**config.mk**
```make
export PLATFORM = sky130hd
export DESIGN_NAME = ram_dual_port_bist
export DESIGN_NICKNAME = d
export VERILOG_FILES = /design/src/rtl/ram_bist_pkg.sv /design/src/rtl/ram_bist_checker.sv /design/src/rtl/ram_dual_port_bist.sv
export SDC_FILE = /design/constraint.sdc
export NUM_CORES = 1
export LEC_CHECK = 0
export BUFFER_PORTS_ARGS = -buffer_cell sky130_fd_sc_hd__buf_2
export CAP_MARGIN = 25
export CORE_ASPECT_RATIO = 1.25
export CORE_MARGIN = 1
export CORE_UTILIZATION = 33
export DETAILED_ROUTE_END_ITERATION = 7
export GPL_TIMING_DRIVEN = 1
export PLACE_DENSITY = 0.54
export SLEW_MARGIN = 0
export SYNTH_ARGS = -nofsm -noshare
export SYNTH_HDL_FRONTEND = slang
export SYNTH_SLANG_ARGS = --single-unit
```
**constraint.sdc**
```tcl
create_clock -name clk1 -period 4.3 [get_ports clk1]
set_input_delay 0.86 -clock clk1 [delete_from_list [all_inputs] [get_ports clk1]]
set_output_delay 0.86 -clock clk1 [all_outputs]
set_load 0.01 [all_outputs]
```
**src/rtl/ram_bist_pkg.sv**
```systemverilog
// ram_bist_pkg: shared state encoding, default sizes, base pattern and error-count ceiling
package ram_bist_pkg;
  typedef enum logic [2:0] {IDLE, WRITE, READ, CHECK, DONE} state_t;
  localparam int DEF_ADDR_W = 7;
  localparam int DEF_DATA_W = 8;
  localparam logic [7:0] BIST_PATTERN = 8'hCC;
  localparam logic [7:0] ERR_MAX = 8'd255;
endpackage

```
**src/rtl/ram_bist_checker.sv**
```systemverilog
// ram_bist_checker: compares both read ports, counts mismatches (saturating) and captures the first failing address
module ram_bist_checker import ram_bist_pkg::*; #(
  parameter int ADDR_W = DEF_ADDR_W,
  parameter int DATA_W = DEF_DATA_W
) (
  input  logic              clk1,
  input  logic              rst,
  input  logic              clr,
  input  logic              chk,
  input  logic [DATA_W-1:0] q1,
  input  logic [DATA_W-1:0] q2,
  input  logic [DATA_W-1:0] e1,
  input  logic [DATA_W-1:0] e2,
  input  logic [ADDR_W-1:0] a1,
  input  logic [ADDR_W-1:0] a2,
  output logic [7:0]        err_count,
  output logic [ADDR_W-1:0] fail_addr
);
  logic m1, m2;
  logic [8:0] sum;
  assign m1 = q1 != e1;
  assign m2 = q2 != e2;
  assign sum = {1'b0, err_count} + 9'(m1) + 9'(m2);
  // err_count stays nonzero once hit, so zero doubles as "no failure captured yet"
  always_ff @(posedge clk1) begin
    if (rst || clr) begin
      err_count <= '0;
      fail_addr <= '0;
    end else if (chk) begin
      err_count <= sum > 9'(ERR_MAX) ? ERR_MAX : sum[7:0];
      if ((m1 || m2) && err_count == 8'd0) fail_addr <= m1 ? a1 : a2;
    end
  end
endmodule

```
**src/rtl/ram_dual_port_bist.sv**
```systemverilog
// ram_dual_port_bist: two-port RAM self-test (pattern, inverted pattern; RAM_BIST_ADDR_PATTERN_EN adds an address-as-data pass)
module ram_dual_port_bist import ram_bist_pkg::*; #(
  parameter int ADDR_W = DEF_ADDR_W,
  parameter int DATA_W = DEF_DATA_W,
  parameter int READ_LAT = 1,
  parameter logic [DATA_W-1:0] PATTERN = BIST_PATTERN
) (
  input  logic              clk1,
  input  logic              rst,
  input  logic              start,
  input  logic [DATA_W-1:0] q1,
  input  logic [DATA_W-1:0] q2,
  output logic [ADDR_W-1:0] a1,
  output logic [ADDR_W-1:0] a2,
  output logic [DATA_W-1:0] d1,
  output logic [DATA_W-1:0] d2,
  output logic              we1,
  output logic              we2,
  output logic              busy,
  output logic              done,
  output logic              pass,
  output logic [7:0]        err_count,
  output logic [ADDR_W-1:0] fail_addr
);
`ifdef RAM_BIST_ADDR_PATTERN_EN
  localparam int P_W = 2;
  localparam int P_LAST = 2;
`else
  localparam int P_W = 1;
  localparam int P_LAST = 1;
`endif
  state_t state;
  logic [ADDR_W-2:0] k;
  logic [P_W-1:0] p;
  logic [1:0] cnt;
  logic act, go;
  logic [DATA_W-1:0] e1, e2;
  assign act = state != IDLE;
  assign go = start && (state == IDLE || state == DONE);
  assign a1 = act ? {k, 1'b1} : '0;
  assign a2 = act ? {k, 1'b0} : '0;
`ifdef RAM_BIST_ADDR_PATTERN_EN
  assign e1 = (p == 2'd2) ? DATA_W'(a1) : PATTERN ^ {DATA_W{p[0]}};
`else
  assign e1 = PATTERN ^ {DATA_W{p[0]}};
`endif
  assign e2 = e1 ^ DATA_W'(1);
  assign d1 = act ? e1 : '0;
  assign d2 = act ? e2 : '0;
  assign we1 = state == WRITE;
  assign we2 = we1;
  assign pass = done && err_count == 8'd0;
  // sequencer: write all pairs, then read/check each pair, once per pass
  always_ff @(posedge clk1) begin
    if (rst) begin
      state <= IDLE;
      k <= '0;
      p <= '0;
      cnt <= '0;
      busy <= 1'b0;
      done <= 1'b0;
    end else begin
      case (state)
        IDLE, DONE: if (start) begin
          state <= WRITE;
          k <= '0;
          p <= '0;
          busy <= 1'b1;
          done <= 1'b0;
        end
        WRITE: begin
          k <= k + 1'b1;
          if (&k) state <= READ;
        end
        READ: begin
          cnt <= (cnt == 2'(READ_LAT - 1)) ? 2'd0 : cnt + 2'd1;
          if (cnt == 2'(READ_LAT - 1)) state <= CHECK;
        end
        CHECK: begin
          if (!(&k)) begin
            k <= k + 1'b1;
            state <= READ;
          end else if (p != P_W'(P_LAST)) begin
            p <= p + 1'b1;
            k <= '0;
            state <= WRITE;
          end else begin
            state <= DONE;
            busy <= 1'b0;
            done <= 1'b1;
          end
        end
        default: state <= IDLE;
      endcase
    end
  end
  ram_bist_checker #(.ADDR_W(ADDR_W), .DATA_W(DATA_W)) u_chk (
    .clk1(clk1),
    .rst(rst),
    .clr(go),
    .chk(state == CHECK),
    .q1(q1),
    .q2(q2),
    .e1(e1),
    .e2(e2),
    .a1(a1),
    .a2(a2),
    .err_count(err_count),
    .fail_addr(fail_addr)
  );
endmodule

```
==> out/qor.txt <==
CP delay by family, top: simple AND/OR/NAND/NOR gates
drt total wl: 3792 µm
cts repair resizes: 0
Initial Util: 34.19%
vias in the first global route: 1400
largest area contributor in the synthesized netlist: dfxtp_1
# rows: 29
PortBufs: 67
Fin. Hold Viols: 0
clk sink count: 29
HPWL Detailed: 2849 µm
H-tree depth reported by CTS: 2
initial antenna violation count: 0
Req. time, crit path: 4480 ps
syn_area_per_cell: 8.153 µm²
First DRT Iteration DRCs: 65
most common library cells after synthesis: dfxtp_1, buf_4, nor2_1
Slew HR: 64.76%
pin count of the biggest net entering global routing: 17
syn_nets: 237
Hold WS: 446.0 ps
nets: 280
Synth area leaders: dfxtp_1, buf_4, mux2i_1
Pwr Total: 570.8 µW
GR Util All Layers: 14.79%
postcts setup bufs: 0
clock period minus worst slack: 2936 ps
Hold Crit Class: flip-flop to flip-flop
first-pass GRT wire length: 6320 µm
Core Region: 0.005080 mm²
Via density: 4.943
sequential element share of the synthesized area: 33.43%
drt wl/cell: 11.92 µm
io pins: 69
diode count: 0
Worst Setup Start Kind: primary input
CP max stage cell: or4b_4
Synth Register Bits: 29
IR drop worst, VDD: 0.1959 mV
Most used DFF post-synth: dfxtp_1
Buf/Inv on CP: 1
Max Buffers Root-to-Sink: 2
share of layout cells above drive strength 1: 30.08%
worst r2r dst: u_chk.err_count[5]
reg2reg path depth: 9
Hold Path Depth: 2
Worst Max-Slew Pin Slew: 526.6 ps
reg2reg start: p
post-synthesis cell type count: 43
die width: 66.89 µm
total grt overflow: 0
first-pass iteration count of the detailed router: 4
Max Cap Violations: 0
worst skew pair latency: 280 ps
status: finished, final reports clean
final worst slack: 1364 ps
Clk pin slew, worst setup/hold paths: 60 ps
via count: 1572
DRC: 0
Leakage: 0.0009432 µW
TritonCTS clock tree: built
Yosys warning count: 0
skew final: 8.069 ps
most frequent cell after synthesis: dfxtp_1
Hold Path Sink: u_chk.fail_addr[0]
Worst R2R Setup Slack: 1910 ps
die height: 83.11 µm
CP cell instances: buf_2 > or4b_4 > nor4b_2 > a21oi_1 > fa_1 > ha_1 > and4_1 > nand2_1 > nand3_1 > o211a_1
Post-synth EDFFs: 0
Cells after Synth: 213
Slew Viols, Final: 0
Setup CP Type: primary input to flip-flop
Final Setup Violations: 0
Worst EP arrival: 3120 ps
post-synth top area share: 33.43%
mapped cell area: 0.001737 mm²
Tcrit/Tclk final: 68.28%
number of buffers created by CTS: 5
share of flip-flops with an asynchronous set or reset: 0%
CP peak stage delay: 520 ps
hold_buf cts: 0
Clock Tree Root: clkbuf_8
pre-CTS setup slack: 1071 ps
CP max FO: 5
die area: 0.005558 mm²
crit end category: flip-flop
number of nets still failing antenna checks after routing: 0
RSZ-0062 raised after global routing: no
pwr dens: 281.6 mW/mm²
Max Clk Rate: 340.6 MHz
Hold Startpoint: u_chk.fail_addr[0]
GPL Wtd Cong: 0.8008
setup TNS: 0 ps
layout overhead on the synthesized area: 16.71%
[cell families after synthesis]
family                   Yosys count  synth area share, %
AO/OA/AOI/OAI                     31                10.81
XOR/XNOR                           3                1.513
adder cells (fa/ha/maj)            5                4.035
buffers and inverters             35                13.11
flip-flops                        29                33.43
multiplexers                      11                6.340
other                              1               0.2159
AND/OR/NAND/NOR                   98                30.55
[per-stage QoR]
stage / cells / instance area [µm²] / util (%)
detailed placement: 311 / 1941 / 38.20
global route: 318 / 2027 / 39.90
global placement: 311 / 1941 / 38.20
CTS: 318 / 2027 / 39.90
floorplan: 213 / 1737 / -
finish: 318 / 2027 / 39.90
[where the power goes]
| part | total [µW] | internal (µW) | switching (µW) |
|---|---|---|---|
| logic | 64.7 | 26.4 | 38.3 |
| clock network | 229 | 127 | 102 |
| registers | 277 | 272 | 5.30 |
[area by class of cell]
class | count | area, µm²
multi-input combinational | 149 | 928.4
tap | 62 | 77.57
sequential | 29 | 580.6
clock buffer | 7 | 86.33
inverter | 3 | 11.26
fill | 547 | 3053
timing repair buffer | 68 | 342.8
[cells in the final DEF, fill, tap and decap left out, types with 2 or more instances in the layout]
cell / netlist / routed
mux2i_1: 11 / 11
dfxtp_1: 29 / 29
nor3b_1: 4 / 4
o21ai_0: 2 / 2
and3_1: 8 / 8
clkbuf_8: 0 / 6
a21oi_1: 16 / 16
o21bai_1: 2 / 2
nand3b_1: 2 / 2
nand2_1: 21 / 21
nand2b_1: 3 / 3
nor4_1: 4 / 4
nor2_1: 22 / 22
ha_1: 4 / 4
buf_2: 2 / 67
inv_1: 3 / 3
and4_1: 2 / 2
nand3_1: 9 / 9
nor3_1: 5 / 5
xor2_1: 2 / 2
nor2b_1: 9 / 9
a22oi_1: 2 / 2
a211oi_1: 3 / 3
[worst max-delay path by stage]
stage,startpoint,end,slack (ps),cells after the start
after CTS,q2[7],u_chk.err_count[5],1370,10
after global routing,q2[7],u_chk.err_count[5],1230,10
after detailed placement,q2[7],u_chk.err_count[5],1070,10
after floorplan,q2[7],u_chk.err_count[5],1320,9
after global placement,q2[7],u_chk.err_count[5],1080,10
final,q2[7],u_chk.err_count[5],1360,10
[sequential cells by signal, indices dropped and copies added (netlist names)]
signal           flops
done                 1
u_chk.fail_addr      7
state                3
k                    6
p                    1
busy                 1
cnt                  2
u_chk.err_count      8
[layer usage]
metal	wire length (µm)	GRT usage, %	vias to the layer above
met5	0	0	-
met4	57	6.963	0
met3	213	3.434	7
met2	1797	24.89	47
met1	1724	17.12	719
li1	-	-	799
[tightest hold or removal path, cell delays in order (launching register included)]
cell     delay [ps]
dfxtp_1         310
nand2_1          50
o21ai_1          50
Note: power is estimated with default switching activity, not from simulation.
